$ cat config.mk
export PLATFORM = sky130hd
export DESIGN_NAME = jogo_sequencia_param
export DESIGN_NICKNAME = d
export VERILOG_FILES = /design/src/rtl/jogo_sequencia_param_pkg.sv /design/src/rtl/jogo_sequencia_param_detector.sv /design/src/rtl/jogo_sequencia_param.sv
export SDC_FILE = /design/constraint.sdc
export NUM_CORES = 1
export LEC_CHECK = 0
export CELL_PAD_IN_SITES_DETAIL_PLACEMENT = 1
export CELL_PAD_IN_SITES_GLOBAL_PLACEMENT = 1
export CORE_MARGIN = 2
export CORE_UTILIZATION = 30
export DETAILED_ROUTE_END_ITERATION = 12
export PLACE_DENSITY_LB_ADDON = 0.1
export SLEW_MARGIN = 5
export SYNTH_ARGS = -nofsm -noshare
export SYNTH_HDL_FRONTEND = slang
export SYNTH_HIERARCHICAL = 1
export SYNTH_SLANG_ARGS = --single-unit
$ cat constraint.sdc
create_clock -name clock -period 4.6 [get_ports clock]
set_input_delay 0.92 -clock clock [delete_from_list [all_inputs] [get_ports clock]]
set_output_delay 0.92 -clock clock [all_outputs]
set_load 0.01 [all_outputs]
$ cat src/rtl/jogo_sequencia_param_pkg.sv
// Shared definitions for the sequence-memory game: state encoding and the
// one-hot test used on button values.
package jogo_pkg;

  typedef enum logic [3:0] {
    INICIAL     = 4'd0,
    PREPARA     = 4'd1,
    MOSTRA_ON   = 4'd2,
    MOSTRA_OFF  = 4'd3,
    ESPERA      = 4'd4,
    COMPARA     = 4'd5,
    PROX_JOGADA = 4'd6,
    ESPERA_NOVA = 4'd7,
    GRAVA       = 4'd8,
    PROX_RODADA = 4'd9,
    FIM_GANHOU  = 4'd10,
    FIM_PERDEU  = 4'd11
  } estado_t;

  // Callers zero-extend narrower button vectors to 8 bits.
  function automatic logic eh_one_hot(input logic [7:0] v);
    return (v != 8'd0) && ((v & (v - 8'd1)) == 8'd0);
  endfunction

endpackage

$ cat src/rtl/jogo_sequencia_param_detector.sv
// Button play detector: registers the debounced buttons once and flags the
// cycle where the registered value leaves all-zero.
module detector_jogada
  import jogo_pkg::*;
#(
  parameter int N_BOTOES = 4
) (
  input  logic                clock,
  input  logic                reset,
  input  logic [N_BOTOES-1:0] botoes,
  output logic                tem_jogada,
  output logic [N_BOTOES-1:0] jogada,
  output logic                valida
);

  logic [N_BOTOES-1:0] r_botoes;
  logic [N_BOTOES-1:0] r_anterior;
  logic [7:0]          w_estendido;

  always_ff @(posedge clock or posedge reset) begin
    if (reset) begin
      r_botoes   <= '0;
      r_anterior <= '0;
    end else begin
      r_botoes   <= botoes;
      r_anterior <= r_botoes;
    end
  end

  always_comb begin
    w_estendido                 = 8'd0;
    w_estendido[N_BOTOES-1:0]   = r_botoes;
  end

  assign tem_jogada = (r_botoes != '0) && (r_anterior == '0);
  assign jogada     = r_botoes;
  assign valida     = eh_one_hot(w_estendido);

endmodule

$ cat src/rtl/jogo_sequencia_param.sv
// Sequence-memory game controller: the player builds the sequence one entry
// per round, it is replayed on the LEDs, then must be repeated in order.
module jogo_sequencia_param
  import jogo_pkg::*;
#(
  parameter int N_BOTOES  = 4,
  parameter int PROF      = 16,
  parameter int TIMEOUT   = 5000,
  parameter int TEMPO_LED = 500
) (
  input  logic                       clock,
  input  logic                       reset,
  input  logic                       iniciar,
  input  logic [N_BOTOES-1:0]        botoes,
  output logic [N_BOTOES-1:0]        leds,
  output logic                       pronto,
  output logic                       ganhou,
  output logic                       perdeu,
  output logic [3:0]                 db_estado,
  output logic [$clog2(PROF+1)-1:0]  db_rodada,
  output logic                       db_timeout
);

  localparam int W_A   = $clog2(PROF);
  localparam int W_R   = $clog2(PROF + 1);
  localparam int MAX_C = (TIMEOUT > TEMPO_LED) ? TIMEOUT : TEMPO_LED;
  localparam int W_C   = $clog2(MAX_C + 1);

  localparam logic [W_R-1:0] C_PROF    = W_R'(PROF);
  localparam logic [W_R-1:0] C_UM_R    = W_R'(1);
  localparam logic [W_A-1:0] C_UM_A    = W_A'(1);
  localparam logic [W_C-1:0] C_UM_C    = W_C'(1);
  localparam logic [W_C-1:0] C_TIMEOUT = W_C'(TIMEOUT - 1);
  localparam logic [W_C-1:0] C_LED     = W_C'(TEMPO_LED - 1);

  estado_t             r_estado;
  estado_t             w_prox;
  logic [W_A-1:0]      r_addr;
  logic [W_A-1:0]      w_addr_prox;
  logic [W_R-1:0]      r_rodada;
  logic [W_R-1:0]      w_rodada_prox;
  logic [W_C-1:0]      r_cont;
  logic                w_conta;
  logic                w_expirou;
  logic                w_ultimo;
  logic [N_BOTOES-1:0] r_mem [PROF];
  logic [N_BOTOES-1:0] r_jogada;
  logic                r_valida;
  logic                w_tem;
  logic [N_BOTOES-1:0] w_jogada;
  logic                w_valida;
  logic [N_BOTOES-1:0] r_leds;
  logic                r_pronto;
  logic                r_ganhou;
  logic                r_perdeu;
  logic                r_timeout;

  detector_jogada #(
    .N_BOTOES(N_BOTOES)
  ) u_detector (
    .clock      (clock),
    .reset      (reset),
    .botoes     (botoes),
    .tem_jogada (w_tem),
    .jogada     (w_jogada),
    .valida     (w_valida)
  );

  assign w_ultimo = ({1'b0, r_addr} == (r_rodada - C_UM_R));
  assign w_conta  = (r_estado inside {MOSTRA_ON, MOSTRA_OFF, ESPERA, ESPERA_NOVA})
                    && (w_prox == r_estado);

  always_comb begin
    w_prox        = r_estado;
    w_addr_prox   = r_addr;
    w_rodada_prox = r_rodada;
    w_expirou     = 1'b0;
    case (r_estado)
      INICIAL: begin
        if (iniciar) w_prox = PREPARA;
        else         w_prox = INICIAL;
      end
      PREPARA: begin
        w_rodada_prox = '0;
        w_addr_prox   = '0;
        w_prox        = ESPERA_NOVA;
      end
      MOSTRA_ON: begin
        if (w_tem && !w_valida)   w_prox = FIM_PERDEU;
        else if (r_cont == C_LED) w_prox = MOSTRA_OFF;
        else                      w_prox = MOSTRA_ON;
      end
      MOSTRA_OFF: begin
        if (w_tem && !w_valida) begin
          w_prox = FIM_PERDEU;
        end else if (r_cont == C_LED) begin
          if (w_ultimo) begin
            w_prox      = ESPERA;
            w_addr_prox = '0;
          end else begin
            w_prox      = MOSTRA_ON;
            w_addr_prox = r_addr + C_UM_A;
          end
        end else begin
          w_prox = MOSTRA_OFF;
        end
      end
      ESPERA: begin
        // A play detected on the expiry cycle takes precedence over timeout.
        if (w_tem) begin
          w_prox = COMPARA;
        end else if (r_cont == C_TIMEOUT) begin
          w_prox    = FIM_PERDEU;
          w_expirou = 1'b1;
        end else begin
          w_prox = ESPERA;
        end
      end
      COMPARA: begin
        if (!r_valida || (r_jogada != r_mem[r_addr])) w_prox = FIM_PERDEU;
        else if (!w_ultimo)                           w_prox = PROX_JOGADA;
        else if (r_rodada == C_PROF)                  w_prox = PROX_RODADA;
        else                                          w_prox = ESPERA_NOVA;
      end
      PROX_JOGADA: begin
        w_addr_prox = r_addr + C_UM_A;
        w_prox      = ESPERA;
      end
      ESPERA_NOVA: begin
        if (w_tem) begin
          if (w_valida) w_prox = GRAVA;
          else          w_prox = FIM_PERDEU;
        end else if (r_cont == C_TIMEOUT) begin
          w_prox    = FIM_PERDEU;
          w_expirou = 1'b1;
        end else begin
          w_prox = ESPERA_NOVA;
        end
      end
      GRAVA: begin
        w_prox = PROX_RODADA;
      end
      PROX_RODADA: begin
        w_addr_prox = '0;
        // Only a completed repeat of the full-depth round arrives here at PROF.
        if (r_rodada == C_PROF) begin
          w_prox = FIM_GANHOU;
        end else begin
          w_rodada_prox = r_rodada + C_UM_R;
          w_prox        = MOSTRA_ON;
        end
      end
      FIM_GANHOU, FIM_PERDEU: begin
        if (iniciar) w_prox = PREPARA;
        else         w_prox = r_estado;
      end
      default: begin
        w_prox = INICIAL;
      end
    endcase
  end

  always_ff @(posedge clock or posedge reset) begin
    if (reset) begin
      r_estado <= INICIAL;
      r_addr   <= '0;
      r_rodada <= '0;
      r_cont   <= '0;
    end else begin
      r_estado <= w_prox;
      r_addr   <= w_addr_prox;
      r_rodada <= w_rodada_prox;
      if (w_conta) r_cont <= r_cont + C_UM_C;
      else         r_cont <= '0;
    end
  end

  always_ff @(posedge clock or posedge reset) begin
    if (reset) begin
      r_jogada <= '0;
      r_valida <= 1'b0;
    end else if (w_tem) begin
      r_jogada <= w_jogada;
      r_valida <= w_valida;
    end
  end

  always_ff @(posedge clock) begin
    if (r_estado == GRAVA) r_mem[r_rodada[W_A-1:0]] <= r_jogada;
  end

  // Outputs are registered from the next state so they line up with db_estado.
  always_ff @(posedge clock or posedge reset) begin
    if (reset) begin
      r_leds    <= '0;
      r_pronto  <= 1'b0;
      r_ganhou  <= 1'b0;
      r_perdeu  <= 1'b0;
      r_timeout <= 1'b0;
    end else begin
      r_leds   <= (w_prox == MOSTRA_ON) ? r_mem[w_addr_prox] : '0;
      r_pronto <= (w_prox == FIM_GANHOU) || (w_prox == FIM_PERDEU);
      r_ganhou <= (w_prox == FIM_GANHOU);
      r_perdeu <= (w_prox == FIM_PERDEU);
      if (w_prox == FIM_PERDEU) r_timeout <= (r_estado == FIM_PERDEU) ? r_timeout : w_expirou;
      else                      r_timeout <= 1'b0;
    end
  end

  assign leds       = r_leds;
  assign pronto     = r_pronto;
  assign ganhou     = r_ganhou;
  assign perdeu     = r_perdeu;
  assign db_estado  = r_estado;
  assign db_rodada  = r_rodada;
  assign db_timeout = r_timeout;

endmodule

# --- Yosys cells after proc, flatten, opt, wreduce, memory -nomap -nowiden ---
# Memory sizes are Yosys's and may differ from the RTL's.
# Cells that the tools add are included.
word_totals:
  mem_count: 1
  input_bits: 7
  mem_bits_rw: 64
  reg_bits: 47
  wordCells: 93
  output_inout_bits: 17
classes:
  n_bitwise: 1
  addsub: 5
  reduce_logical: 19
  muxes: 32
  n_eq_ne: 22
mem_list:
  columns: ["name", "depth", "word_bits", "rd", "rd_ports_with_merged_regs", "wr", "line", "rtl"]
  rows:
  - ["r_mem", 16, 4, 2, 0, 1, "jogo_sequencia_param.sv:46", "logic [N_BOTOES-1:0] r_mem [PROF];"]
op_table:
  columns: ["operator", "n"]
  rows:
  - ["$mux W4", 16]
  - ["$pmux W4 S11", 1]
  - ["$eq A4 B4 Y1 const B", 6]
  - ["$eq A4 B3 Y1 const B", 4]
  - ["$add A13 B1 Y13 const B", 1]
  - ["$eq A13 B13 Y1 const B", 1]
  - ["$eq A13 B9 Y1 const B", 1]
  - ["$mux W13", 1]
  - ["$eq A4 B2 Y1 const B", 3]
  - ["$pmux W4 S3", 1]
  - ["$pmux W5 S2", 1]
  - ["$mux W1", 9]
  - ["$and A4 B8 Y8", 1]
  - ["$logic_not A4 Y1", 2]
  - ["$logic_not A8 Y1", 1]
  - ["$reduce_bool A4 Y1", 2]
  - ["$reduce_bool A8 Y1", 1]
  - ["$reduce_or A2 Y1", 3]
  - ["$add A5 B1 Y5 const B", 1]
  - ["$eq A4 B5 Y1", 1]
  - ["$eq A5 B5 Y1 const B", 1]
  - ["$mux W5", 1]
  - ["$sub A4 B1 Y5 const B", 1]
  - ["$sub A5 B1 Y5 const B", 1]
  - ["12 further kinds", 18]

# --- Logic depth before layout (Yosys ltp) ---
# Gate-level depths: netlist of the first run.
depth:
  depth_word: 11
  mapped_depth: 13

# --- Modules after synthesis ---
# Netlist of the first run, hierarchy kept.
modules_own_cells:
  columns: ["module", "n_inst", "cells_each", "area_per_inst_um2"]
  rows:
  - ["jogo_sequencia_param", 1, 437, 5485.3]
  - ["detector_jogada", 1, 17, 259.0]

# --- Least setup slack after synthesis of the first run ---
# Ideal clock, no wire load.
synth_timing:
  path_kind: "flip-flop to flip-flop"
  from: "register u_detector.r_anterior[1]"
  to: "register r_leds[0] (netlist: leds[0])"
  arrival_ns: 2.752
  setup_time_ns: 0.128
  slack_ns: 1.720
  path_buffers: 3
  required_time_ns: 4.472
  path_stages_with_launch: 14
  period_less_slack_ns: 2.880
  cell_sequence: "dfrtp_1 or4_1 a21oi_1 clkbuf_1 inv_1 nor2_1 o21ai_0 a221o_1 buf_6 buf_12 mux2i_1 mux2i_1 mux2i_1 o22ai_1"
synth_via:
  elab_chain_cells: 7
  elab_cells_between_ends: 13
  cone_classes: "eq/ne: 1; mux: 8; reduce/logical: 3; memory: 1"
synth_rtl:
  columns: ["element", "line", "rtl"]
  rows:
  - ["start: declaration", "jogo_sequencia_param_detector.sv:17", "logic [N_BOTOES-1:0] r_anterior;"]
  - ["start signal: assignment", "jogo_sequencia_param_detector.sv:26", "r_anterior <= r_botoes;"]
  - ["$logic_not A4 Y1 *", "jogo_sequencia_param_detector.sv:35", "assign tem_jogada = (r_botoes != '0) && (r_anterior == '0);"]
  - ["$logic_and A1 B1 Y1 *", "jogo_sequencia_param_detector.sv:35", null]
  - ["via w_tem", "jogo_sequencia_param.sv:49", "logic w_tem;"]
  - ["$logic_and A1 B1 Y1", "jogo_sequencia_param.sv:89, jogo_sequencia_param.sv:94", null]
  - ["$mux W4, on equally long branches", "jogo_sequencia_param.sv:94, jogo_sequencia_param.sv:89", null]
  - ["$pmux W4 S3 / $pmux W4 S11 (equally long branches)", "jogo_sequencia_param.sv:78", "case (r_estado)"]
  - ["$mem_v2 Z16 W4 / $eq A4 B2 Y1 (equally long branches)", null, null]
  - ["$mux W4 *", "jogo_sequencia_param.sv:201", "r_leds <= (w_prox == MOSTRA_ON) ? r_mem[w_addr_prox] : '0;"]
  - ["end signal: assignment", "jogo_sequencia_param.sv:201", null]
  - ["end: declaration", "jogo_sequencia_param.sv:52", "logic [N_BOTOES-1:0] r_leds;"]
# The timed path passes the listed nets; every way through them passes the cells marked *.
# A chain may end at the register's enable or synchronous reset.

# --- Worst setup path in the final report of the first run ---
layout_timing:
  from: "register r_rodada[0] (netlist: db_rodada[0])"
  to: "register r_leds[3] (netlist: leds[3])"
layout_via:
  elab_chain_cells: 8
  elab_cells_between_ends: 18
  cone_classes: "add/sub: 1; eq/ne: 3; mux: 13; memory: 1"
layout_rtl:
  columns: ["element", "line", "rtl"]
  rows:
  - ["start: declaration", "jogo_sequencia_param.sv:40", "logic [W_R-1:0] r_rodada;"]
  - ["start signal: assignment", "jogo_sequencia_param.sv:172", "r_rodada <= w_rodada_prox;"]
  - ["$sub A5 B1 Y5", "jogo_sequencia_param.sv:69", "assign w_ultimo = ({1'b0, r_addr} == (r_rodada - C_UM_R));"]
  - ["$eq A4 B5 Y1", "jogo_sequencia_param.sv:69", null]
  - ["$mux W4 / $mux W3 (equally long branches)", "jogo_sequencia_param.sv:97", "if (w_ultimo) begin"]
  - ["$mux W4", "jogo_sequencia_param.sv:96", "end else if (r_cont == C_LED) begin"]
  - ["$mux W4", "jogo_sequencia_param.sv:94", "if (w_tem && !w_valida) begin"]
  - ["$pmux W4 S3 / $pmux W4 S11 (equally long branches)", "jogo_sequencia_param.sv:78", null]
  - ["$mem_v2 Z16 W4 / $eq A4 B2 Y1 (equally long branches)", null, null]
  - ["$mux W4 *", "jogo_sequencia_param.sv:201", null]
# Every way passes the cells marked *; elsewhere a longest branch is shown, timed or not.

==> summary.md, run 1 <==
| Metric | Value |
|---|---|
| Ant diodes | `0` |
| WL/cell | `21.3 um` |
| Final setup margin | `0.954 ns` |
| GRT Total Usage | `15.8%` |
| Worst setup EP type | `flip-flop` |
| WP data required | `4.83 ns` |
| R2r setup slk | `0.95 ns` |
| Number of flops mapped to enable cells by yosys | `64` |
| Most frequent cells in the layout | `edfxtp_1, mux2i_1, nor2_1` |
| Most common cell after layout, fill and taps aside | `edfxtp_1` |
| Setup violations, final | `0` |
| Synth Warn # | `6` |
| Setup Fix Bufs, Post-CTS | `0` |
| Post-Place Worst Slack | `0.971 ns` |
| Clk_lat worst skew | `0.36 ns` |
| DRC viols | `0` |
| Status | `finished, final reports clean` |
| Placed Area | `6190 um^2` |
| Area growth, synth to finish | `13.0%` |
| Hold Slack | `0.465 ns` |
| Synth top area share | `33.5%` |
| Filler cell count | `2028` |
| Post-CTS sizing | `0` |
| I/O Pins | `24` |
| DR pass1 iterations | `4` |
| Hold Fails Final Rpt | `0` |
| Max-Cap Viols | `0` |
| Area leader, netlist | `edfxtp_1` |
| VDD IR max | `0.000190 V` |
| Die footprint | `20300 um^2` |
| Routed vias | `3741` |
| Tcrit/Tclk final | `79.3%` |
| DIE HEIGHT | `142 um` |
| Mapped Cells | `454` |
| Largest cells by area after synthesis | `edfxtp_1, dfrtp_1, mux2i_1` |
| Max FO, Critical Path | `21` |
| Setup TNS | `0 ns` |
| Top FF cell, synth | `edfxtp_1` |
| CP Launch Type | `flip-flop` |
| CTS Buf Count | `9` |
| M3 GR Usage | `2.96%` |
| Starting Density | `30.6%` |
| Crit path DAT | `3.88 ns` |
| Final Skew | `0.0115 ns` |
| Final core occ | `34.6%` |
| Tightest Hold Check Type | `flip-flop to flip-flop` |
| Core Region | `18800 um^2` |
| Global route total overflow | `0` |
| # nets final | `490` |
| Minimum clock period | `3.65 ns` |
| Largest net degree at the start of global routing | `40` |
| Syn avg cell area | `12.7 um^2` |
| Number of global-route vias before repair | `3925` |
| CTS tree | `done` |
| Async set-reset flop share out of synthesis | `42.3%` |
| Max-slew violation count | `0` |
| Met1 global-route usage | `22.7%` |
| Num rows | `50` |
| Gr busiest metal | `met2` |
| Finished Cell Area | `6490 um^2` |
| Antenna violations before repair | `0` |
| Fmax | `0.274 GHz` |
| Horiz. Die Dim | `142 um` |
| Post-DP HPWL | `10600 um` |
| Clk slew on worst S/H paths | `0.08 ns` |
| CTS Buffer Depth | `2` |
| CTS sink cnt | `111` |
| Hold_buf cts | `0` |
| Post-synthesis sequential element count | `111` |
| Leakage | `2.57 nW` |
| First-pass GRT wire length | `23800 um` |
| Met2 usage | `25.1%` |
| Post-synth cell types | `61` |
| IO Port Bufs | `23` |
| Routability cong. | `0.742` |
| Slew @ Worst Pin | `0.938 ns` |
| # H-tree levels | `3` |
| Routed Wire Length | `15300 um` |
| Crit Path Category | `flip-flop to flip-flop` |
| Post-Syn Area | `5740 um^2` |
| Post-synthesis sequential area ratio | `53.9%` |
| Post-Syn Nets | `467` |
| Reg area | `3100 um^2` |
| Multi-input gate area | `2450 um^2` |
| Antenna-violating nets left | `0` |
| Share of cells above drive strength 1 | `12.0%` |
| Clk root buf | `clkbuf_16` |
| Via density | `5.22` |
| Pwr dens | `533 nW/um^2` |
| Starting DRT DRC Count | `237` |
| Slew headroom | `37.4%` |
| Unrepaired setup endpoints after global routing | `no` |
-- sequential cells by signal, summed over array words and instances, names as in the netlist --
name	count
pronto	1
r_jogada	4
r_mem	64
r_addr	4
leds	4
db_rodada	5
db_estado	4
r_cont	13
db_timeout	1
r_valida	1
perdeu	1
ganhou	1
u_detector/jogada	4
u_detector/r_anterior	4
-- cells by family after synthesis --
family                   synth area share [%]
AND/OR/NAND/NOR                          11.9
flip-flops                               53.9
multiplexers                             18.5
AO/OA/AOI/OAI                            7.32
buffers and inverters                    3.57
XOR/XNOR                                 3.51
adder cells (fa/ha/maj)                  1.31
-- per-stage QoR --
stage	total power [mW]	instances
final	3.46	716
after detailed placement	2.67	700
after floorplan	2.29	454
after global placement	2.66	700
after CTS	3.51	716
after global routing	3.66	716
-- power by group --
group          switching (mW)  internal (mW)  total (mW)
Sequential              0.147           1.15        1.30
Combinational           0.740          0.600        1.34
Clock                   0.387          0.430       0.817
Total                    1.27           2.18        3.46
-- final cells by class --
type	count	area share [%]
sequential	111	47.7
timing repair buffer	33	4.70
multi-input combinational	310	37.7
tap	234	4.51
inverter	12	0.694
clock inverter	7	1.21
clock buffer	9	3.47
-- Yosys cell counts (all sizes together), types with 4 or more instances --
cell type and instances:
a21oi 10, and3 4, buf 14, clkbuf 7, dfrtp 47, edfxtp 64
ha 6, inv 11, mux2 4, mux2i 61, mux4 18, nand2 27
nand2b 8, nand3 11, nor2 51, nor3 12, o21ai 14, o22ai 8
xnor2 13, xor2 10
-- worst paths after layout --
path,startpoint,cells past startpoint,to
worst min register to register,u_detector/jogada[1],0,u_detector/r_anterior[1]
max in group asynchronous,reset,2,r_jogada[3]
worst max register to register,db_rodada[0],12,leds[3]
worst min-delay path,u_detector/jogada[1],0,u_detector/r_anterior[1]
min in group asynchronous,reset,2,u_detector/jogada[2]
worst max-delay path,db_rodada[0],12,leds[3]
-- critical path, stage by stage, from the launching register on --
cell	delay, ns
dfrtp_1	0.46
inv_1	0.18
ha_1	0.30
and4bb_4	0.31
a22oi_2	0.10
a2111oi_4	0.36
buf_4	0.21
a221o_2	0.66
buf_4	0.31
mux2i_1	0.23
mux2i_1	0.10
mux2i_1	0.19
o22ai_1	0.10
-- metal layers --
metal | vias to the layer above | share of wire, %
met5 | - | 0
met4 | 0 | 0.79
met3 | 9 | 3.5
met2 | 55 | 47
met1 | 1940 | 49
li1 | 1737 | -
Power figures use the tool's default switching activity.
==> run 2: changes to the inputs <==
clock period = 3.3 ns   (was 4.6 ns; I/O delays follow)
==> summary.md, run 2 (synthesized netlist as in run 1, its figures left out) <==
| Metric | Value |
|---|---|
| Clk_lat worst skew | `0.36 ns` |
| Max-slew violation count | `0` |
| Core Region | `18800 um^2` |
| CTS Buf Count | `9` |
| Slew headroom | `36.5%` |
| Routed vias | `3773` |
| Tcrit/Tclk final | `92.0%` |
| Crit path DAT | `3.27 ns` |
| Num rows | `50` |
| Post-Layout Cell Count | `731` |
| WL/cell | `21.2 um` |
| Via density | `5.16` |
| Antenna violations before repair | `0` |
| Worst setup EP type | `flip-flop` |
| Clk root buf | `clkbuf_16` |
| Number of global-route vias before repair | `3968` |
| Hold wc startpoint | `r_cont[0]` |
| Slew @ Worst Pin | `0.951 ns` |
| Pwr dens | `743 nW/um^2` |
| VDD IR max | `0.000398 V` |
| Post-DP HPWL | `11100 um` |
| Leakage | `2.66 nW` |
| Hold_buf cts | `0` |
| Final core occ | `35.4%` |
| DRC viols | `0` |
| Starting DRT DRC Count | `288` |
| Worst hold endpoint | `r_cont[0]` |
| Setup TNS | `0 ns` |
| Max FO, Critical Path | `33` |
| Routed Wire Length | `15500 um` |
| Hold path depth | `1` |
| CTS tree | `done` |
| Horiz. Die Dim | `142 um` |
| Reg2reg start | `db_rodada[0]` |
| Most frequent cells in the layout | `edfxtp_1, mux2i_1, nor2_1` |
| Crit Path Category | `flip-flop to flip-flop` |
| Switch Pwr | `1.77 mW` |
| Max-Cap Viols | `0` |
| Final Skew | `0.0104 ns` |
| First-pass GRT wire length | `24400 um` |
| Tightest Hold Check Type | `flip-flop to flip-flop` |
| Clock power share | `23.1%` |
| CTS Buffer Depth | `2` |
| Fmax | `0.329 GHz` |
| Sequential share of power | `35.2%` |
| Largest net degree at the start of global routing | `40` |
| R2r endpoint | `leds[2]` |
| Routability cong. | `0.778` |
| Placed insts | `715` |
| # H-tree levels | `3` |
| FF-to-FF path depth | `11` |
| Comb pwr share | `41.7%` |
| Minimum clock period | `3.04 ns` |
| Die footprint | `20300 um^2` |
| Antenna-violating nets left | `0` |
| Area growth, synth to finish | `15.6%` |
| Status | `finished, final reports clean` |
| Ant diodes | `0` |
| Global route total overflow | `0` |
| Hold Fails Final Rpt | `0` |
| CP Launch Type | `flip-flop` |
| Setup violations, final | `0` |
| R2r setup slk | `0.26 ns` |
| Flip-flop count of the largest register after layout | `64` |
| Clk slew on worst S/H paths | `0.07 ns` |
| IO Port Bufs | `23` |
| GRT Total Usage | `16.4%` |
| Switching Share | `35.9%` |
| DR pass1 iterations | `4` |
| Starting Density | `30.6%` |
| DIE HEIGHT | `142 um` |
| Cell internal pwr | `3.16 mW` |
| I/O Pins | `24` |
| Share of cells above drive strength 1 | `14.7%` |
| # nets final | `505` |
| CTS sink cnt | `111` |
| WP data required | `3.54 ns` |
| Unrepaired setup endpoints after global routing | `no` |
| Most common cell after layout, fill and taps aside | `edfxtp_1` |
[run 2: changes by cell type in the layout (fill, tap and decap cells not counted), sizes merged]
cell,delta
buf,+15
clkbuf,+3
bufinv,-1
clkinvlp,-1
inv,-1
[run 2: area by class of cell]
class / count / area (um^2)
clock inverters: 4 / 32.5
fillers: 2014 / 12100
inverters: 12 / 45.0
repair buffers: 48 / 443
flip-flops and latches: 111 / 3100
well taps: 234 / 293
clock buffers: 12 / 279
multi-input cells: 310 / 2450
[run 2: how the worst max path moves through the flow]
stage,depth (start not counted),endpoint,startpoint
after global routing,11,leds[2],db_rodada[0]
after floorplan,13,leds[0],u_detector/r_anterior[1]
final,11,leds[2],db_rodada[0]
after detailed placement,11,leds[2],db_rodada[0]
after CTS,11,leds[2],db_rodada[0]
after global placement,10,leds[2],db_rodada[0]
[run 2: power by group through the flow]
| stage | Sequential [mW] | Combinational (mW) | Clock, mW |
|---|---|---|---|
| floorplan | 1.76 | 1.44 | 0 |
| global placement | 1.76 | 2.05 | 0 |
| detailed placement | 1.77 | 2.07 | 0 |
| CTS | 1.74 | 2.07 | 1.18 |
| global route | 1.75 | 2.24 | 1.24 |
| finish | 1.74 | 2.06 | 1.14 |
[run 2: timing repair]
| action | CTS | global route |
|---|---|---|
| setup buffers | 0 | 0 |
| setup endpoints to repair | 0 | 2 |
| resized for setup | 0 | 1 |
[run 2: critical path: stages (launching register included)]
cell and delay [ns]:
dfrtp_1 0.39, inv_1 0.13, ha_1 0.30, and4bb_4 0.32, a22oi_2 0.11, a2111oi_4 0.42
a221o_2 0.26, buf_12 0.24, mux2i_1 0.24, mux2i_1 0.16, mux2i_2 0.24, o22ai_1 0.10
[run 2: per-layer routing]
metal	GRT usage [%]	vias up	part of all wire (%)	wire length [um]
met5	0	-	0	0
met3	3.84	13	3.8	580
met4	3.86	0	1.1	172
met1	23.4	1922	49	7580
met2	25.4	64	46	7130
li1	-	1774	-	-
[run 2: metrics by stage]
stage	power [mW]	hold slack [ns]	cell area (um^2)	setup WS, ns
after global routing	5.23	0.501	6640	0.000675
after floorplan	3.20	0.403	5740	0.420
after global placement	3.81	0.450	6330	0.209
after CTS	4.99	0.471	6640	0.105
final	4.93	0.467	6640	0.264
after detailed placement	3.84	0.460	6330	0.124
